$ cat config.mk
export PLATFORM = sky130hd
export DESIGN_NAME = serial_decrementor_flat
export DESIGN_NICKNAME = d
export VERILOG_FILES = /design/src/rtl/hack_arith_pkg.sv /design/src/rtl/serial_decrementor_if.sv /design/src/rtl/decrement_bit_cell.sv /design/src/rtl/serial_decrementor.sv /design/src/flat_wrapper.sv
export SDC_FILE = /design/constraint.sdc
export NUM_CORES = 1
export LEC_CHECK = 0
export CAP_MARGIN = 20
export CORE_MARGIN = 2
export CORE_UTILIZATION = 57
export DETAILED_ROUTE_END_ITERATION = 8
export PLACE_DENSITY = 0.85
export REMOVE_ABC_BUFFERS = 1
export SETUP_SLACK_MARGIN = 0.05
export SYNTH_ARGS = -nofsm -noshare
export SYNTH_HDL_FRONTEND = slang
export SYNTH_SLANG_ARGS = --single-unit
$ cat constraint.sdc
create_clock -name clk -period 4.2 [get_ports clk]
set_input_delay 1.05 -clock clk [delete_from_list [all_inputs] [get_ports clk]]
set_output_delay 1.05 -clock clk [all_outputs]
set_load 0.01 [all_outputs]
$ cat src/rtl/hack_arith_pkg.sv
// Shared types and constants for the Hack arithmetic library.
// Latency: n/a (declarations only).
// Backpressure: n/a.
package hack_arith_pkg;

    localparam int HACK_WORD_W = 16;

    typedef enum logic [1:0] {
        SDEC_IDLE = 2'd0,
        SDEC_RUN  = 2'd1,
        SDEC_DONE = 2'd2
    } sdec_state_t;

endpackage

$ cat src/rtl/serial_decrementor_if.sv
// Request/result bundle for the bit-serial decrementor.
// Latency: n/a (wires only).
// Backpressure: start is only sampled while the block is not busy.
interface serial_decrementor_if #(
    parameter int WIDTH = 16
);
    logic             start;
    logic [WIDTH-1:0] in;
    logic [WIDTH-1:0] out;
    logic             busy;
    logic             done;
    logic             underflow;

    modport master (
        output start, in,
        input  out, busy, done, underflow
    );

    modport slave (
        input  start, in,
        output out, busy, done, underflow
    );
endinterface

$ cat src/rtl/decrement_bit_cell.sv
// One bit of a ripple-borrow decrement: difference bit and outgoing borrow.
// Latency: combinational.
// Backpressure: none.
module decrement_bit_cell (
    input  logic a,
    input  logic bin,
    output logic d,
    output logic bout
);
    assign d    = a ^ bin;
    assign bout = bin & ~a;
endmodule

$ cat src/rtl/serial_decrementor.sv
// Bit-serial in-1: one borrow-propagation step per clock, LSB first.
// Latency: WIDTH cycles; with SERIAL_DECREMENTOR_EARLY_STOP_EN, k+1 where k is the lowest set operand bit.
// Backpressure: start ignored while busy; a start in the done cycle is accepted (WIDTH+1 cycle throughput).
module serial_decrementor
    import hack_arith_pkg::*;
#(
    parameter int WIDTH = HACK_WORD_W
) (
    input  logic                 clk,
    input  logic                 reset,
    serial_decrementor_if.slave  bus
);
    localparam int K_W = $clog2(WIDTH);

`ifdef SERIAL_DECREMENTOR_EARLY_STOP_EN
    localparam bit EARLY_STOP = 1'b1;
`else
    localparam bit EARLY_STOP = 1'b0;
`endif

    sdec_state_t      state_q, state_d;
    logic [WIDTH-1:0] opnd_q, opnd_d;
    logic [WIDTH-1:0] out_q, out_d;
    logic [K_W-1:0]   k_q, k_d;
    logic             b_q, b_d;
    logic             busy_q, busy_d;
    logic             done_q, done_d;
    logic             uf_q, uf_d;

    logic cell_d;
    logic cell_bout;
    logic last_bit;

    // Single shared cell, steered to the current bit by k.
    decrement_bit_cell u_cell (
        .a    (opnd_q[k_q]),
        .bin  (b_q),
        .d    (cell_d),
        .bout (cell_bout)
    );

    assign last_bit = (k_q == K_W'(WIDTH - 1));

    // Next-state and datapath: accept in IDLE/DONE, one bit per cycle in RUN.
    always_comb begin
        state_d = state_q;
        opnd_d  = opnd_q;
        out_d   = out_q;
        k_d     = k_q;
        b_d     = b_q;
        busy_d  = busy_q;
        done_d  = 1'b0;
        uf_d    = uf_q;
        case (state_q)
            SDEC_IDLE, SDEC_DONE: begin
                busy_d  = 1'b0;
                state_d = SDEC_IDLE;
                if (bus.start) begin
                    opnd_d  = bus.in;
                    out_d   = bus.in;
                    k_d     = '0;
                    b_d     = 1'b1;
                    uf_d    = 1'b0;
                    busy_d  = 1'b1;
                    state_d = SDEC_RUN;
                end
            end
            SDEC_RUN: begin
                out_d[k_q] = cell_d;
                b_d        = cell_bout;
                k_d        = k_q + K_W'(1);
                // Once the borrow dies, the untouched upper bits already equal the operand.
                if (last_bit || (EARLY_STOP && !cell_bout)) begin
                    k_d     = '0;
                    uf_d    = cell_bout;
                    busy_d  = 1'b0;
                    done_d  = 1'b1;
                    state_d = SDEC_DONE;
                end
            end
            default: begin
                busy_d  = 1'b0;
                state_d = SDEC_IDLE;
            end
        endcase
    end

    // State and registered outputs; reset abandons any in-flight operation.
    always_ff @(posedge clk or posedge reset) begin
        if (reset) begin
            state_q <= SDEC_IDLE;
            opnd_q  <= '0;
            out_q   <= '0;
            k_q     <= '0;
            b_q     <= 1'b0;
            busy_q  <= 1'b0;
            done_q  <= 1'b0;
            uf_q    <= 1'b0;
        end else begin
            state_q <= state_d;
            opnd_q  <= opnd_d;
            out_q   <= out_d;
            k_q     <= k_d;
            b_q     <= b_d;
            busy_q  <= busy_d;
            done_q  <= done_d;
            uf_q    <= uf_d;
        end
    end

    assign bus.out       = out_q;
    assign bus.busy      = busy_q;
    assign bus.done      = done_q;
    assign bus.underflow = uf_q;

endmodule

$ cat src/flat_wrapper.sv
// flat-port wrapper written by rule: the top's interface ports become plain ports
module serial_decrementor_flat import hack_arith_pkg::*;
#(
    parameter int WIDTH = HACK_WORD_W
)
  (clk, reset, bus_start, bus_in, bus_out, bus_busy, bus_done, bus_underflow);
  serial_decrementor_if #(.WIDTH(WIDTH)) bus_i ();
  input  logic clk;
  input  logic reset;
  input wire logic [$bits(bus_i.start)-1:0] bus_start;
  input wire logic [$bits(bus_i.in)-1:0] bus_in;
  output wire logic [$bits(bus_i.out)-1:0] bus_out;
  output wire logic [$bits(bus_i.busy)-1:0] bus_busy;
  output wire logic [$bits(bus_i.done)-1:0] bus_done;
  output wire logic [$bits(bus_i.underflow)-1:0] bus_underflow;
  assign bus_i.start = bus_start;
  assign bus_i.in = bus_in;
  assign bus_out = bus_i.out;
  assign bus_busy = bus_i.busy;
  assign bus_done = bus_i.done;
  assign bus_underflow = bus_i.underflow;
  serial_decrementor #(.WIDTH(WIDTH)) u_core (.clk(clk), .reset(reset), .bus(bus_i));
endmodule
==> impl_results.html, run 1 <==
<table>
<tr><th>Metric</th><th>Value</th></tr>
<tr><th colspan="2">Status</th></tr>
<tr><td>Status</td><td>finished, final reports clean</td></tr>
<tr><th colspan="2">Power and ir drop</th></tr>
<tr><td>Clock network fraction of total power</td><td>13.8%</td></tr>
<tr><td>Part of the total power dissipated in sequential elements</td><td>a little over a third</td></tr>
<tr><td>Switching Share</td><td>between 40% and 50%</td></tr>
<tr><td>Switching pwr</td><td>~0.00084 W</td></tr>
<tr><td>Int Power</td><td>between 0.001 and 0.0015 W</td></tr>
<tr><td>VDD IR max</td><td>around 0.38 mV</td></tr>
<tr><td>Power Density</td><td>788.5 nW/um2</td></tr>
<tr><td>Leakage dissipation</td><td>~1.2 nW</td></tr>
<tr><td>Fraction of power consumed by combinational cells</td><td>roughly half</td></tr>
<tr><th colspan="2">Clocking</th></tr>
<tr><td>Clk pin slew, worst setup/hold paths</td><td>~0.08 ns</td></tr>
<tr><td>Later-pin clock latency in the skew report</td><td>approximately 0.3 ns</td></tr>
<tr><td>Number of setup buffers added after CTS</td><td>0</td></tr>
<tr><td>Clock tree from TritonCTS</td><td>done</td></tr>
<tr><td>Hold buffer count at cts</td><td>0</td></tr>
<tr><td>TritonCTS buffer count</td><td>5</td></tr>
<tr><td>Root cell of the clock tree</td><td>sky130_fd_sc_hd__clkbuf_8</td></tr>
<tr><td>Number of H-tree levels</td><td>2</td></tr>
<tr><td>Clock buffer depth</td><td>2</td></tr>
<tr><td>CTS-repair resized insts</td><td>0</td></tr>
<tr><td>CTS Sinks</td><td>a little over 40</td></tr>
<tr><th colspan="2">Job</th></tr>
<tr><td>Number of maximum-capacitance violations</td><td>0</td></tr>
<tr><th colspan="2">Global route</th></tr>
<tr><td>Number of antenna violations at the first check in global routing</td><td>0</td></tr>
<tr><td>First-pass GRT wire length</td><td>8017 um</td></tr>
<tr><td>Via count of the first global-routing pass</td><td>1694</td></tr>
<tr><td>Overflow left after global routing</td><td>0</td></tr>
<tr><td>Pin count of the biggest net entering global routing</td><td>36</td></tr>
<tr><td>Tot GR Track Use</td><td>about 24%</td></tr>
<tr><th colspan="2">Worst setup path</th></tr>
<tr><td>Worst endpoint data arrival time</td><td>3.14 ns</td></tr>
<tr><td>Startpoint kind of the worst setup timing path</td><td>flop</td></tr>
<tr><td>R2R depth</td><td>7</td></tr>
<tr><td>CP Capture Type</td><td>flop</td></tr>
<tr><td>Largest fanout on the critical path</td><td>14</td></tr>
<tr><td>Critical path data required time</td><td>between 4 and 5 ns</td></tr>
<tr><td>Category of the most critical setup path</td><td>flop to flop</td></tr>
<tr><th colspan="2">Timing</th></tr>
<tr><td>Final total negative setup slack</td><td>0 ns</td></tr>
<tr><td>Worst-margin pin slew</td><td>0.7897 ns</td></tr>
<tr><td>Headroom to the max-slew limit</td><td>between 40% and 50%</td></tr>
<tr><td>Unrepaired setup endpoints after global routing</td><td>false</td></tr>
<tr><td>Achievable Freq</td><td>345.3 MHz</td></tr>
<tr><td>Hold violation total from the final report</td><td>0</td></tr>
<tr><td>Worst setup margin</td><td>roughly 1.3 ns</td></tr>
<tr><td>Worst Clk Skew</td><td>0.005825 ns</td></tr>
<tr><td>Fin crit share</td><td>68.95%</td></tr>
<tr><td>Total of endpoints with negative setup slack in the final report</td><td>0</td></tr>
<tr><td>Number of pins exceeding their max-slew limit in the final report</td><td>0</td></tr>
<tr><td>Shortest period the worst path allows</td><td>2.896 ns</td></tr>
<tr><th colspan="2">Synth</th></tr>
<tr><td>Number of register bits inferred by synthesis</td><td>roughly 40</td></tr>
<tr><td>Top area cells in the synthesized netlist</td><td>sky130_fd_sc_hd__dfrtp_1, sky130_fd_sc_hd__nand2_1, sky130_fd_sc_hd__mux2_2</td></tr>
<tr><td>Multiplexer share of the synthesized area</td><td>roughly an eighth</td></tr>
<tr><td>Netlist area before placement</td><td>2230 um2</td></tr>
<tr><td>Library cell occupying the most area in the post-synthesis netlist</td><td>sky130_fd_sc_hd__dfrtp_1</td></tr>
<tr><td>Avg Inst Size Synth</td><td>around 11 um2</td></tr>
<tr><td>Yosys warnings</td><td>0</td></tr>
<tr><td>Count of flip-flops with a built-in enable after synthesis</td><td>0</td></tr>
<tr><td>Post-synthesis simple-gate area fraction</td><td>18.13%</td></tr>
<tr><td>Portion of the post-synthesis area used by sequential elements</td><td>46.02%</td></tr>
<tr><td>Fraction of the mapped netlist area in compound gates</td><td>between 10% and 20%</td></tr>
<tr><td>Synth Area in Adders</td><td>2.806%</td></tr>
<tr><td>Count of different cell masters after synthesis</td><td>35</td></tr>
<tr><td>Fraction of registers with async set/reset</td><td>between 90% and 100%</td></tr>
<tr><td>Combinational family with the most area after synthesis</td><td>simple AND/OR/NAND/NOR gates</td></tr>
<tr><td>Fraction of synthesized cell area taken by the top area cell type</td><td>between 40% and 50%</td></tr>
<tr><td>Most used DFF post-synth</td><td>sky130_fd_sc_hd__dfrtp_1</td></tr>
<tr><td>Xor/xnor cell area share of the yosys netlist</td><td>0%</td></tr>
<tr><td>Cells after synthesis</td><td>around 210</td></tr>
<tr><th colspan="2">Die</th></tr>
<tr><td>Standard-cell row count</td><td>22</td></tr>
<tr><td>Boundary Pins</td><td>38</td></tr>
<tr><td>Vertical extent of the die</td><td>about 67 um</td></tr>
<tr><td>Initial cell density of the core</td><td>between 50% and 60%</td></tr>
<tr><td>Horizontal die dimension</td><td>between 60 and 70 um</td></tr>
<tr><td>Floorplan die area</td><td>about 4400 um2</td></tr>
<tr><td>Standard cell core area</td><td>between 3000 and 4000 um2</td></tr>
<tr><th colspan="2">Routing</th></tr>
<tr><td>Residual antenna-violating net count after detailed routing</td><td>0</td></tr>
<tr><td>Vias per inst</td><td>5.951</td></tr>
<tr><td>DR WL/cell</td><td>about 17 um</td></tr>
<tr><td>Number of iterations in the first detailed-routing pass</td><td>4</td></tr>
<tr><td>Total DRC errors in the routed layout</td><td>0</td></tr>
<tr><td>Overall via count from detail_route</td><td>around 1700</td></tr>
<tr><td>Sum of routed wire length over all layers</td><td>4960 um</td></tr>
<tr><td>Number of DRC markers after the initial detailed-route iteration</td><td>roughly 150</td></tr>
<tr><th colspan="2">Place</th></tr>
<tr><td>Final Wtd Congestion</td><td>slightly below 0.9</td></tr>
<tr><td>Dpl ws</td><td>~1.4 ns</td></tr>
<tr><td>Port Buffers</td><td>37</td></tr>
<tr><td>Dpl hpwl</td><td>between 3000 and 4000 um</td></tr>
<tr><td>Area after detailed placement</td><td>around 2500 um2</td></tr>
<tr><th colspan="2">Layout</th></tr>
<tr><td>Number of antenna cells inserted</td><td>0</td></tr>
<tr><td>Share of cells above drive strength 1</td><td>14.71%</td></tr>
<tr><td>Area added between synthesis and finish</td><td>18.13%</td></tr>
<tr><td>Post-route cell area</td><td>between 2000 and 3000 um2</td></tr>
<tr><td>Final net count</td><td>261</td></tr>
<tr><th colspan="2">Min path</th></tr>
<tr><td>Number of stages on the worst hold path</td><td>2</td></tr>
<tr><td>Type of the tightest min-delay check</td><td>flop to flop</td></tr>
</table>
-- synthesized netlist by cell type, types with 2 or more instances --
cell type / number
sky130_fd_sc_hd__a21oi_1: 18
sky130_fd_sc_hd__a22o_1: 5
sky130_fd_sc_hd__a32o_1: 12
sky130_fd_sc_hd__and2_1: 3
sky130_fd_sc_hd__buf_2: 6
sky130_fd_sc_hd__buf_6: 7
sky130_fd_sc_hd__clkbuf_1: 3
sky130_fd_sc_hd__dfrtp_1: 41
sky130_fd_sc_hd__ha_1: 5
sky130_fd_sc_hd__inv_1: 6
sky130_fd_sc_hd__mux2_1: 2
sky130_fd_sc_hd__mux2_2: 13
sky130_fd_sc_hd__mux2i_1: 3
sky130_fd_sc_hd__mux4_2: 4
sky130_fd_sc_hd__nand2_1: 54
sky130_fd_sc_hd__nand3_1: 3
sky130_fd_sc_hd__nor2_1: 5
sky130_fd_sc_hd__nor2b_1: 2
-- stage by stage --
stage	total power, W	util, %	hold slack [ns]	std cells
finish	0.002077	70.88	0.4768	286
global route	0.002210	70.88	0.4937	286
CTS	0.002078	70.88	0.4777	286
detailed placement	0.001782	68.15	0.4582	278
global placement	0.001739	68.15	0.4525	278
floorplan	0.001407	-	0.4403	191
-- layer usage --
layer / up-vias / share of wire (%) / global-route usage, % / routed length (um)
li1: 783 / - / - / -
met1: 839 / 44 / 31.81 / 2160
met2: 73 / 48 / 41.88 / 2372
met3: 7 / 7.4 / 4.730 / 368
met4: 0 / 1.2 / 6.378 / 58
met5: - / 0 / 0 / 0
-- critical path: stages (launching register included) --
cell and delay [ns]:
sky130_fd_sc_hd__dfrtp_1 0.62, sky130_fd_sc_hd__mux4_2 0.56, sky130_fd_sc_hd__a22o_1 0.25, sky130_fd_sc_hd__nor2_1 0.13, sky130_fd_sc_hd__ha_1 0.28, sky130_fd_sc_hd__nor3b_4 0.56, sky130_fd_sc_hd__a32o_1 0.28, sky130_fd_sc_hd__mux2_2 0.16
-- final timing paths --
path                                   from                end  slack, ns
hold / removal             u_core.opnd_q[2]   u_core.opnd_q[2]       0.48
min in group asynchronous             reset   u_core.opnd_q[4]       1.20
setup reg to reg              u_core.k_q[0]  u_core.bus.out[5]       1.30
max in group asynchronous             reset   u_core.opnd_q[0]       2.23
setup / recovery              u_core.k_q[0]  u_core.bus.out[5]       1.30
hold reg to reg            u_core.opnd_q[2]   u_core.opnd_q[2]       0.48
-- state kept, by name, summed over array words and instances (netlist names) --
register,flops
u_core.bus.done,1
u_core.bus.underflow,1
u_core.bus.out,16
u_core.state_q,2
u_core.b_q,1
u_core.k_q,4
u_core.opnd_q,16
-- power by group through the flow --
stage               registers, W  clock network, W  logic (W)
floorplan               0.000723                 0   0.000683
global placement        0.000728                 0    0.00101
detailed placement      0.000732                 0    0.00105
CTS                     0.000729          0.000287    0.00106
global route            0.000751          0.000305    0.00115
finish                  0.000728          0.000287    0.00106
-- kinds of logic after synthesis --
logic type                 after synthesis
DFF                                     41
adders and majority gates                5
muxes                                   22
and+or+nand+nor                         78
AOI/OAI and AO/OA                       39
buffers and inverters                   24
-- layout make-up --
cell class                 count  area (um2)
sequential                    41        1026
clock buffer                   7       96.34
timing repair buffer          39       385.4
clock inverter                 1       5.005
tap                           48       60.06
inverter                       6       22.52
fill                         298        1082
multi-input combinational    144        1039
-- layout by cell type (no fill, tap or decap), drive strengths merged, types with 4 or more instances in the layout --
| cell | n |
|---|---|
| a21oi | 18 |
| a22o | 5 |
| a32o | 12 |
| clkbuf | 7 |
| clkdlybuf4s50 | 37 |
| dfrtp | 41 |
| ha | 5 |
| inv | 6 |
| mux2 | 15 |
| mux4 | 4 |
| nand2 | 54 |
| nor2 | 5 |
(Power assumes the default switching activity.)
==> inputs of run 2 (changes only) <==
--- a/config.mk
+++ b/config.mk
@@ -7,9 +7,9 @@
 export LEC_CHECK = 0
 export CAP_MARGIN = 20
 export CORE_MARGIN = 2
-export CORE_UTILIZATION = 57
+export CORE_UTILIZATION = 53
 export DETAILED_ROUTE_END_ITERATION = 8
-export PLACE_DENSITY = 0.85
+export PLACE_DENSITY = 0.8
 export REMOVE_ABC_BUFFERS = 1
 export SETUP_SLACK_MARGIN = 0.05
 export SYNTH_ARGS = -nofsm -noshare
==> constraint.sdc (replaced) <==
create_clock -name clk -period 2.8 [get_ports clk]
set_input_delay 0.7 -clock clk [delete_from_list [all_inputs] [get_ports clk]]
set_output_delay 0.7 -clock clk [all_outputs]
set_load 0.01 [all_outputs]
==> impl_results.html, run 2 (synthesis gave the netlist of run 1 again) <==
<table>
<tr><th>Metric</th><th>Value</th></tr>
<tr><th colspan="2">Routing</th></tr>
<tr><td>Residual antenna-violating net count after detailed routing</td><td>0</td></tr>
<tr><td>Vias per inst</td><td>approximately 5.8</td></tr>
<tr><td>Total DRC errors in the routed layout</td><td>0</td></tr>
<tr><td>Sum of routed wire length over all layers</td><td>around 5000 um</td></tr>
<tr><td>Number of iterations in the first detailed-routing pass</td><td>4</td></tr>
<tr><td>Number of DRC markers after the initial detailed-route iteration</td><td>between 100 and 150</td></tr>
<tr><td>Overall via count from detail_route</td><td>~1700</td></tr>
<tr><td>DR WL/cell</td><td>17.25 um</td></tr>
<tr><th colspan="2">Layout</th></tr>
<tr><td>Final core utilization</td><td>between 60% and 70%</td></tr>
<tr><td>Post-route cell area</td><td>between 2000 and 3000 um2</td></tr>
<tr><td>Most frequent cells in the layout</td><td>sky130_fd_sc_hd__nand2_1, sky130_fd_sc_hd__dfrtp_1, sky130_fd_sc_hd__clkdlybuf4s50_1</td></tr>
<tr><td>Share of cells above drive strength 1</td><td>approximately 16%</td></tr>
<tr><td>Number of antenna cells inserted</td><td>0</td></tr>
<tr><td>Most common cell after layout, fill and taps aside</td><td>sky130_fd_sc_hd__nand2_1</td></tr>
<tr><td>Area added between synthesis and finish</td><td>19.02%</td></tr>
<tr><td>Final net count</td><td>approximately 260</td></tr>
<tr><th colspan="2">Timing</th></tr>
<tr><td>Headroom to the max-slew limit</td><td>between 60 and 70%</td></tr>
<tr><td>Worst setup margin</td><td>~0.26 ns</td></tr>
<tr><td>Final total negative setup slack</td><td>0 ns</td></tr>
<tr><td>Shortest period the worst path allows</td><td>around 2.5 ns</td></tr>
<tr><td>Hold violation total from the final report</td><td>0</td></tr>
<tr><td>Total of endpoints with negative setup slack in the final report</td><td>0</td></tr>
<tr><td>Unrepaired setup endpoints after global routing</td><td>false</td></tr>
<tr><td>Worst-margin pin slew</td><td>~0.53 ns</td></tr>
<tr><td>Fin crit share</td><td>about nine tenths</td></tr>
<tr><td>Achievable Freq</td><td>393.0 MHz</td></tr>
<tr><td>Number of pins exceeding their max-slew limit in the final report</td><td>0</td></tr>
<tr><td>Worst Clk Skew</td><td>~0.0060 ns</td></tr>
<tr><th colspan="2">Clocking</th></tr>
<tr><td>Clock tree from TritonCTS</td><td>done</td></tr>
<tr><td>Clk pin slew, worst setup/hold paths</td><td>roughly 0.080 ns</td></tr>
<tr><td>Later-pin clock latency in the skew report</td><td>~0.3 ns</td></tr>
<tr><td>Number of setup buffers added after CTS</td><td>0</td></tr>
<tr><td>Root cell of the clock tree</td><td>sky130_fd_sc_hd__clkbuf_8</td></tr>
<tr><td>TritonCTS buffer count</td><td>5</td></tr>
<tr><td>Clock buffer depth</td><td>2</td></tr>
<tr><td>Number of H-tree levels</td><td>2</td></tr>
<tr><td>CTS Sinks</td><td>41</td></tr>
<tr><th colspan="2">Worst setup path</th></tr>
<tr><td>Cell with the largest stage delay on the worst path</td><td>sky130_fd_sc_hd__mux4_2</td></tr>
<tr><td>Destination of the worst register-to-register timing path</td><td>u_core.bus.out[11]</td></tr>
<tr><td>Max incr delay on CP</td><td>around 0.54 ns</td></tr>
<tr><td>Largest fanout on the critical path</td><td>11</td></tr>
<tr><td>Worst endpoint data arrival time</td><td>~2.8 ns</td></tr>
<tr><td>Startpoint kind of the worst setup timing path</td><td>flop</td></tr>
<tr><td>R2R depth</td><td>8</td></tr>
<tr><td>Worst reg2reg startpoint</td><td>u_core.k_q[0]</td></tr>
<tr><td>Category of the most critical setup path</td><td>flop to flop</td></tr>
<tr><td>Number of gates on the worst path with buffers counted</td><td>8</td></tr>
<tr><td>Crit-path leading delay family</td><td>multiplexers</td></tr>
<tr><td>Critical path data required time</td><td>a little over 3 ns</td></tr>
<tr><td>Number of buffers and inverters on the critical path</td><td>1</td></tr>
<tr><td>Register-to-register setup slack</td><td>around 0.26 ns</td></tr>
<tr><td>CP Capture Type</td><td>flop</td></tr>
<tr><td>Cell breakdown of the critical path</td><td>mux4_2 -&gt; a22o_1 -&gt; nor2_1 -&gt; ha_1 -&gt; nor4bb_1 -&gt; buf_4 -&gt; a32o_1 -&gt; mux2_2</td></tr>
<tr><th colspan="2">Die</th></tr>
<tr><td>Boundary Pins</td><td>38</td></tr>
<tr><td>Standard-cell row count</td><td>23</td></tr>
<tr><td>Initial cell density of the core</td><td>55.34%</td></tr>
<tr><td>Horizontal die dimension</td><td>~70 um</td></tr>
<tr><td>Vertical extent of the die</td><td>about 69 um</td></tr>
<tr><td>Floorplan die area</td><td>between 4000 and 5000 um2</td></tr>
<tr><td>Standard cell core area</td><td>4029 um2</td></tr>
<tr><th colspan="2">Place</th></tr>
<tr><td>Dpl ws</td><td>0.1463 ns</td></tr>
<tr><td>Port Buffers</td><td>37</td></tr>
<tr><td>Final Wtd Congestion</td><td>approximately 0.85</td></tr>
<tr><td>Dpl hpwl</td><td>approximately 3400 um</td></tr>
<tr><td>Area after detailed placement</td><td>between 2000 and 3000 um2</td></tr>
<tr><th colspan="2">Power and ir drop</th></tr>
<tr><td>Fraction of power consumed by combinational cells</td><td>53.3%</td></tr>
<tr><td>Part of the total power dissipated in sequential elements</td><td>between 30% and 40%</td></tr>
<tr><td>Total power</td><td>between 0.003 and 0.004 W</td></tr>
<tr><td>VDD IR max</td><td>roughly 0.52 mV</td></tr>
<tr><td>Switching pwr</td><td>approximately 0.0013 W</td></tr>
<tr><td>Int Power</td><td>about 0.0019 W</td></tr>
<tr><td>Leakage dissipation</td><td>approximately 1.2 nW</td></tr>
<tr><td>Power Density</td><td>approximately 1200 nW/um2</td></tr>
<tr><td>Switching Share</td><td>between 30 and 40%</td></tr>
<tr><td>Clock network fraction of total power</td><td>a little under an eighth</td></tr>
<tr><th colspan="2">Global route</th></tr>
<tr><td>Pin count of the biggest net entering global routing</td><td>42</td></tr>
<tr><td>Number of antenna violations at the first check in global routing</td><td>0</td></tr>
<tr><td>First-pass GRT wire length</td><td>8190 um</td></tr>
<tr><td>Tot GR Track Use</td><td>24.10%</td></tr>
<tr><td>Overflow left after global routing</td><td>0</td></tr>
<tr><td>Via count of the first global-routing pass</td><td>~1600</td></tr>
<tr><th colspan="2">Min path</th></tr>
<tr><td>End point of the most critical hold path</td><td>u_core.opnd_q[12]</td></tr>
<tr><td>Number of stages on the worst hold path</td><td>2</td></tr>
<tr><td>Launch instance of the worst min-delay path</td><td>u_core.opnd_q[12]</td></tr>
<tr><td>Type of the tightest min-delay check</td><td>flop to flop</td></tr>
<tr><th colspan="2">Job</th></tr>
<tr><td>Number of maximum-capacitance violations</td><td>0</td></tr>
<tr><th colspan="2">Status</th></tr>
<tr><td>Status</td><td>finished, final reports clean</td></tr>
</table>
## run 2: changes by cell type in the layout (fill, tap and decap cells not counted), sizes merged
cell,before,now
clkbuf,7,6
buf,2,5
clkinv,1,2
## run 2: layout make-up
type | count | area [um2]
Tap cell | 50 | 62.56
Inverter | 6 | 22.52
Clock inverter | 2 | 10.01
Sequential cell | 41 | 1027
Fill cell | 323 | 1375
Clock buffer | 6 | 72.57
Multi-Input combinational cell | 144 | 1039
Timing Repair Buffer | 42 | 420.4
## run 2: worst max path at each step
stage / from / endpoint / slack (ns)
after floorplan: u_core.k_q[0] / u_core.bus.out[10] / 0.32
after global placement: u_core.k_q[0] / u_core.bus.out[11] / 0.20
after detailed placement: u_core.k_q[0] / u_core.bus.out[11] / 0.15
after CTS: u_core.k_q[0] / u_core.bus.out[11] / 0.12
after global routing: u_core.k_q[0] / u_core.bus.out[11] / 0.14
final: u_core.k_q[0] / u_core.bus.out[11] / 0.26
## run 2: worst reg2reg max path, cell delays in order (launching register included)
cell and delay (ns):
sky130_fd_sc_hd__dfrtp_2 0.52, sky130_fd_sc_hd__mux4_2 0.55, sky130_fd_sc_hd__a22o_1 0.24, sky130_fd_sc_hd__nor2_1 0.13, sky130_fd_sc_hd__ha_1 0.28, sky130_fd_sc_hd__nor4bb_1 0.32
sky130_fd_sc_hd__buf_4 0.17, sky130_fd_sc_hd__a32o_1 0.15, sky130_fd_sc_hd__mux2_2 0.14
## run 2: per-stage QoR
step	hold WS, ns	instances
4_1_cts	0.4831	291
3_3_place_gp	0.4605	283
5_1_grt	0.5101	291
6_report	0.4819	291
3_5_place_dp	0.4640	283
2_1_floorplan	0.4403	191
## run 2: repair_timing
item,4_1_cts,5_1_grt
hold buffers,0,0
setup endpoints to repair,0,6
resized for setup,0,1
## run 2: routing by layer
metal | up-vias | wire length [um] | global-route usage (%)
li1 | 788 | - | -
met1 | 824 | 2236 | 31.65
met2 | 58 | 2370 | 38.34
met3 | 9 | 347 | 7.468
met4 | 0 | 68 | 7.353
met5 | - | 0 | 0
## run 2: power groups by stage
| stage | clock network (W) | registers (W) | logic, W |
|---|---|---|---|
| after global placement | 0 | 0.00109 | 0.00163 |
| after floorplan | 0 | 0.00108 | 0.00102 |
| final | 0.000378 | 0.00110 | 0.00169 |
| after detailed placement | 0 | 0.00110 | 0.00168 |
| after CTS | 0.000383 | 0.00109 | 0.00168 |
| after global routing | 0.000410 | 0.00113 | 0.00183 |
==> inputs of run 3 (changes only) <==
--- a/config.mk
+++ b/config.mk
@@ -12,6 +12,7 @@
 export PLACE_DENSITY = 0.8
 export REMOVE_ABC_BUFFERS = 1
 export SETUP_SLACK_MARGIN = 0.05
+export SLEW_MARGIN = 30
 export SYNTH_ARGS = -nofsm -noshare
 export SYNTH_HDL_FRONTEND = slang
 export SYNTH_SLANG_ARGS = --single-unit
==> results of run 3 <==
Final layout, timing and power as in run 2 (identical DEF).
